==> src/rtl/test_monitor_sat_counter.sv <==
// Up-counter that sticks at all-ones instead of wrapping.
module sat_counter #(
  parameter int WIDTH = 32
) (
  input  logic             clk,
  input  logic             reset,
  input  logic             en,
  input  logic             clr,
  output logic [WIDTH-1:0] count
);

  logic [WIDTH-1:0] count_q;
  logic [WIDTH-1:0] count_d;

  always_comb begin
    count_d = count_q;
    if (clr)
      count_d = '0;
    else if (en && (count_q != {WIDTH{1'b1}}))
      count_d = count_q + 1'b1;
  end

  always_ff @(posedge clk or posedge reset) begin
    if (reset)
      count_q <= '0;
    else
      count_q <= count_d;
  end

  assign count = count_q;

endmodule

==> config.mk <==
export PLATFORM = sky130hd
export DESIGN_NAME = sat_counter
export DESIGN_NICKNAME = d
export VERILOG_FILES = /design/src/rtl/test_monitor_sat_counter.sv
export SDC_FILE = /design/constraint.sdc
export NUM_CORES = 1
export LEC_CHECK = 0
export BUFFER_PORTS_ARGS = -buffer_cell sky130_fd_sc_hd__buf_2
export CORE_MARGIN = 2
export CORE_UTILIZATION = 48
export CTS_BUF_LIST = sky130_fd_sc_hd__clkbuf_4 sky130_fd_sc_hd__clkbuf_8
export CTS_CLUSTER_DIAMETER = 80
export CTS_CLUSTER_SIZE = 25
export DETAILED_ROUTE_END_ITERATION = 8
export PLACE_DENSITY = 0.71
export SYNTH_ARGS = -nofsm -noshare
export SYNTH_HDL_FRONTEND = slang
export SYNTH_SLANG_ARGS = --single-unit
==> constraint.sdc <==
create_clock -name clk -period 3.3 [get_ports clk]
set_input_delay 0 -clock clk [delete_from_list [all_inputs] [get_ports clk]]
set_output_delay 0 -clock clk [all_outputs]
set_load 0.005 [all_outputs]
== After elaboration in Yosys (flattened, before gate mapping) ==
Cells that the tools add are included.

* Register bits after elaboration: 32
* Input port bits: 4
* Output and inout port bits: 32
* Logic and storage cells: 7

* Add/subtract/negate cells: 1
* Equality and inequality tests: 1
* Mux-type cells: 2
* Reductions and logical operators: 2

{| class="wikitable"
|+ Operators by type and width
! kind !! count
|-
| $mux 32 || 2
|-
| $add 32x1->32 const B || 1
|-
| $ne 32x32->1 const B || 1
|-
| $reduce_bool 2->1 || 1
|-
| $logic_and 1x1->1 || 1
|}

== Depth between registers and ports, before layout ==
* Depth in word-level cells: 4
* Gate-level depth with buffers: 7
* Gate-level depth less buffers: 6

== Worst setup path after synthesis ==
Ideal clock, no wire load.

* Path kind: reg-to-reg
* Start point: register count_q[0], in the netlist count[0]
* End point: register count_q[20], in the netlist count[20]
* Setup time: 0.078 ns
* Data arrival time: 2.133 ns
* Required time: 3.222 ns
* Path slack: 1.089 ns
* Stages on the path, launching flop included: 8
* Buffers on the path: 1
* Period minus slack after synthesis: 2.211 ns
* Cells stage by stage: dfrtp_1 > ha_1 > nand2_1 > or4_4 > or3_4 > buf_6 > or4_1 > a21oi_1

* Longest elaborated chain between the ends: 3
* Elaborated cells on any way between the ends: 6
* Those cells by class: add/sub: 1; eq/ne: 1; mux: 2; reduce/logical: 2

{| class="wikitable"
|+ Ends and longest elaborated chain
! item !! line !! source
|-
| from (decl) || 12 || <nowiki>logic [WIDTH-1:0] count_q;</nowiki>
|-
| from (signal assigned) || 27 || <nowiki>count_q <= count_d;</nowiki>
|-
| $add 32x1->32 / $ne 32x32->1 (equally long branches) || 20, 19 ||
|-
| $mux 32 / $logic_and 1x1->1 (equally long branches) || 19 || <nowiki>else if (en && (count_q != {WIDTH{1'b1}}))</nowiki>
|-
| $mux 32 / $reduce_bool 2->1 (equally long branches) || - ||
|}

Parallel ways exist; a longest one is shown, timed or not. The select of a mux whose other input is x is not followed.
A chain may end at the register's enable or synchronous reset.

== Final worst setup path ==
* Start point: register count_q[0], in the netlist count[0]
* End point: register count_q[13], in the netlist count[13]

Same word-level chain as after synthesis.

==> metrics.md <==
| Metric | Value |
|---|---|
| Layout cells sized above 1 | `0.218` |
| Setup CP Type | `reg -> reg` |
| Combinational power share | `0.043` |
| Most common cell in the synthesized netlist | `dfrtp_1` |
| Die Ht | `64.2 um` |
| DR DRC count | `0` |
| Die area | `0.00412 mm2` |
| Number of core rows | `21` |
| Worst hold path type | `in -> reg` |
| Clock-pin slew on the worst setup and hold paths | `0.10 ns` |
| Worst Setup End Kind | `flop` |
| Internal power | `524 uW` |
| Overall routing resource usage | `0.214` |
| Worst slew pin tran | `0.984 ns` |
| Antenna viol nets, final | `0` |
| WHS | `0.129 ns` |
| FMAX | `402 MHz` |
| DR vias | `1,663` |
| Post-synth top area cell | `dfrtp_1` |
| Number of synthesized flops with an enable pin | `0` |
| Final WS setup | `0.815 ns` |
| Post-synth top cells | `32 x dfrtp_1, 27 x a21oi_1, 15 x o31ai_1, 14 x or4_1` |
| Routed wire length | `4.10 mm` |
| # clock sinks | `32` |
| Sw Share | `0.225` |
| Final core occ | `0.595` |
| Initial core utilization | `0.510` |
| Vias in the first global route | `1,573` |
| Die Wd | `64.2 um` |
| Drt wl/cell | `15.1 um` |
| Largest net degree at the start of global routing | `33` |
| Mapped Cells | `186` |
| Syn Area/Cell | `9.36 um2` |
| Initial DRC Count | `98` |
| Final Cycle Share | `0.753` |
| Final Setup Violations | `0` |
| TritonRoute pass-1 iters | `4` |
| Setup_tns | `0 ns` |
| Pre-CTS setup slack | `0.861 ns` |
| Antenna diodes | `0` |
| Via/cell ratio | `6.14` |
| GR Layer Usage met2 | `0.361` |
| Mapped Area | `0.00174 mm2` |
| Status | `completed` |
| GRT busiest layer | `met2` |
| Sequential element share of the synthesized area | `0.460` |
| Syn nets | `191` |
| Clock tree root buffer cell | `clkbuf_4` |
| Core Area | `0.00342 mm2` |
| Clk buf depth | `2` |
| Power per Cell Area | `332 mW/mm2` |
| RSZ-0062 raised after global routing | `false` |
| Area Overhead vs Synth | `16.8%` |
| Final GP Congestion | `0.798` |
| Sequential share of power | `0.588` |
| Maximum VDD drop | `0.261 mV` |
| CTS Buf Count | `5` |
| Relative slew slack | `0.335` |
| Nets | `230` |
| CTS tree | `yes` |
| CP max FO | `8` |
| Hpwl dp | `2.91 mm` |
| Clock skew | `0.00607 ns` |
| CTS-repair resized insts | `0` |
| Yosys reg bits | `32` |
| First-pass GRT wire length | `6.99 mm` |
| Main synth FF type | `dfrtp_1` |
| Port Buffers | `35` |
| Max-cap violation count | `0` |
| Ports | `36` |
| Post-synth top area share | `0.460` |
| Synth unique cells | `33` |
| Synth area leaders | `dfrtp_1 46%, a21oi_1 7.8%, o31ai_1 6.5%` |
| GRT overflow | `0` |
| Max FFs per register | `32` |
| Initial antenna violation count | `0` |
| Worst Path Required | `3.55 ns` |
| Arrival time worst endpoint | `2.73 ns` |
| Switching power | `152 uW` |
| Ys async rst share | `1.00` |
| Clock power frac | `0.369` |
| Grt met3 use | `0.0423` |
| Period minus WS final | `2.48 ns` |
| Static Leak | `0.875 nW` |
| Ys Warns | `0` |
| H-tree depth | `2` |
| Final slew viol count | `0` |
| Worst-skew pair later-pin latency | `0.33 ns` |
| GRT met1 Usage | `0.275` |
| Startpoint Class | `flop` |
| Final hold vios | `0` |
-- cell families (layout without fill, tap and decap cells) --
logic type / count (synthesis) / in the layout / synth area share
AO/OA/AOI/OAI: 61 / 61 / 0.218
XOR/XNOR: 3 / 3 / 0.0151
adder cells (fa/ha/maj): 1 / 1 / 0.00719
buffers and inverters: 14 / 53 / 0.0352
flip-flops: 32 / 32 / 0.460
multiplexers: 1 / 1 / 0.00575
AND/OR/NAND/NOR: 74 / 74 / 0.259
-- layout by cell type, fill, tap and decap left out, types with 8 or more instances in the layout --
cell type,n
nand3_1,10
o21ai_0,12
buf_2,35
dfrtp_1,32
nand2_1,11
a21oi_1,27
or3_1,12
inv_1,8
or4_1,14
o31ai_1,15
-- critical path, stage by stage (launching register included) --
cell and delay, ns:
dfrtp_1 0.42, ha_1 0.21, nand2_1 0.11, or4_4 0.47, o41ai_1 0.82, o21ai_0 0.21, a21oi_1 0.17
-- final timing paths --
| check | startpoint | endpoint | slack, ns | depth (start not counted) |
|---|---|---|---|---|
| worst max-delay path | count[0] | count[13] | 0.82 | 6 |
| worst min-delay path | en | count[1] | 0.13 | 4 |
| worst max register to register | count[0] | count[13] | 0.82 | 6 |
| worst min register to register | count[31] | count[31] | 0.58 | 2 |
| max in group asynchronous | reset | count[7] | 2.26 | 4 |
| min in group asynchronous | reset | count[27] | 0.35 | 3 |
-- final cells by class --
type                    count  area (um2)
inverters                   8        30.0
well taps                  46        57.6
repair buffers             38         200
multi-input cells         140         878
flip-flops and latches     32         801
fillers                   313        1380
clock buffers               7        65.1
-- timing repair --
action / 4_1_cts / 5_1_grt
endpoints found under the hold margin: 19 / 0
hold buffers: 1 / 0
endpoints found under the setup margin: 0 / 0
buffers inserted: 0 / 0
-- routing by layer --
layer / wire length [um] / vias up
met5: 0 / -
met4: 49 / 0
met3: 163 / 6
met2: 2040 / 39
met1: 1850 / 808
li1: - / 810
-- stage by stage --
step,cell area (um2),instances,total power [mW]
5_1_grt,2030,271,0.703
6_report,2030,271,0.675
2_1_floorplan,1740,186,0.422
3_3_place_gp,1960,263,0.433
3_5_place_dp,1960,263,0.434
4_1_cts,2030,271,0.680
-- power groups by stage --
stage	clock network, mW	registers [mW]	logic [mW]
after detailed placement	0	0.405	0.0289
after CTS	0.253	0.397	0.0299
after floorplan	0	0.405	0.0174
final	0.249	0.397	0.0291
after global placement	0	0.405	0.0283
after global routing	0.272	0.398	0.0338
Power figures use the tool's default switching activity.
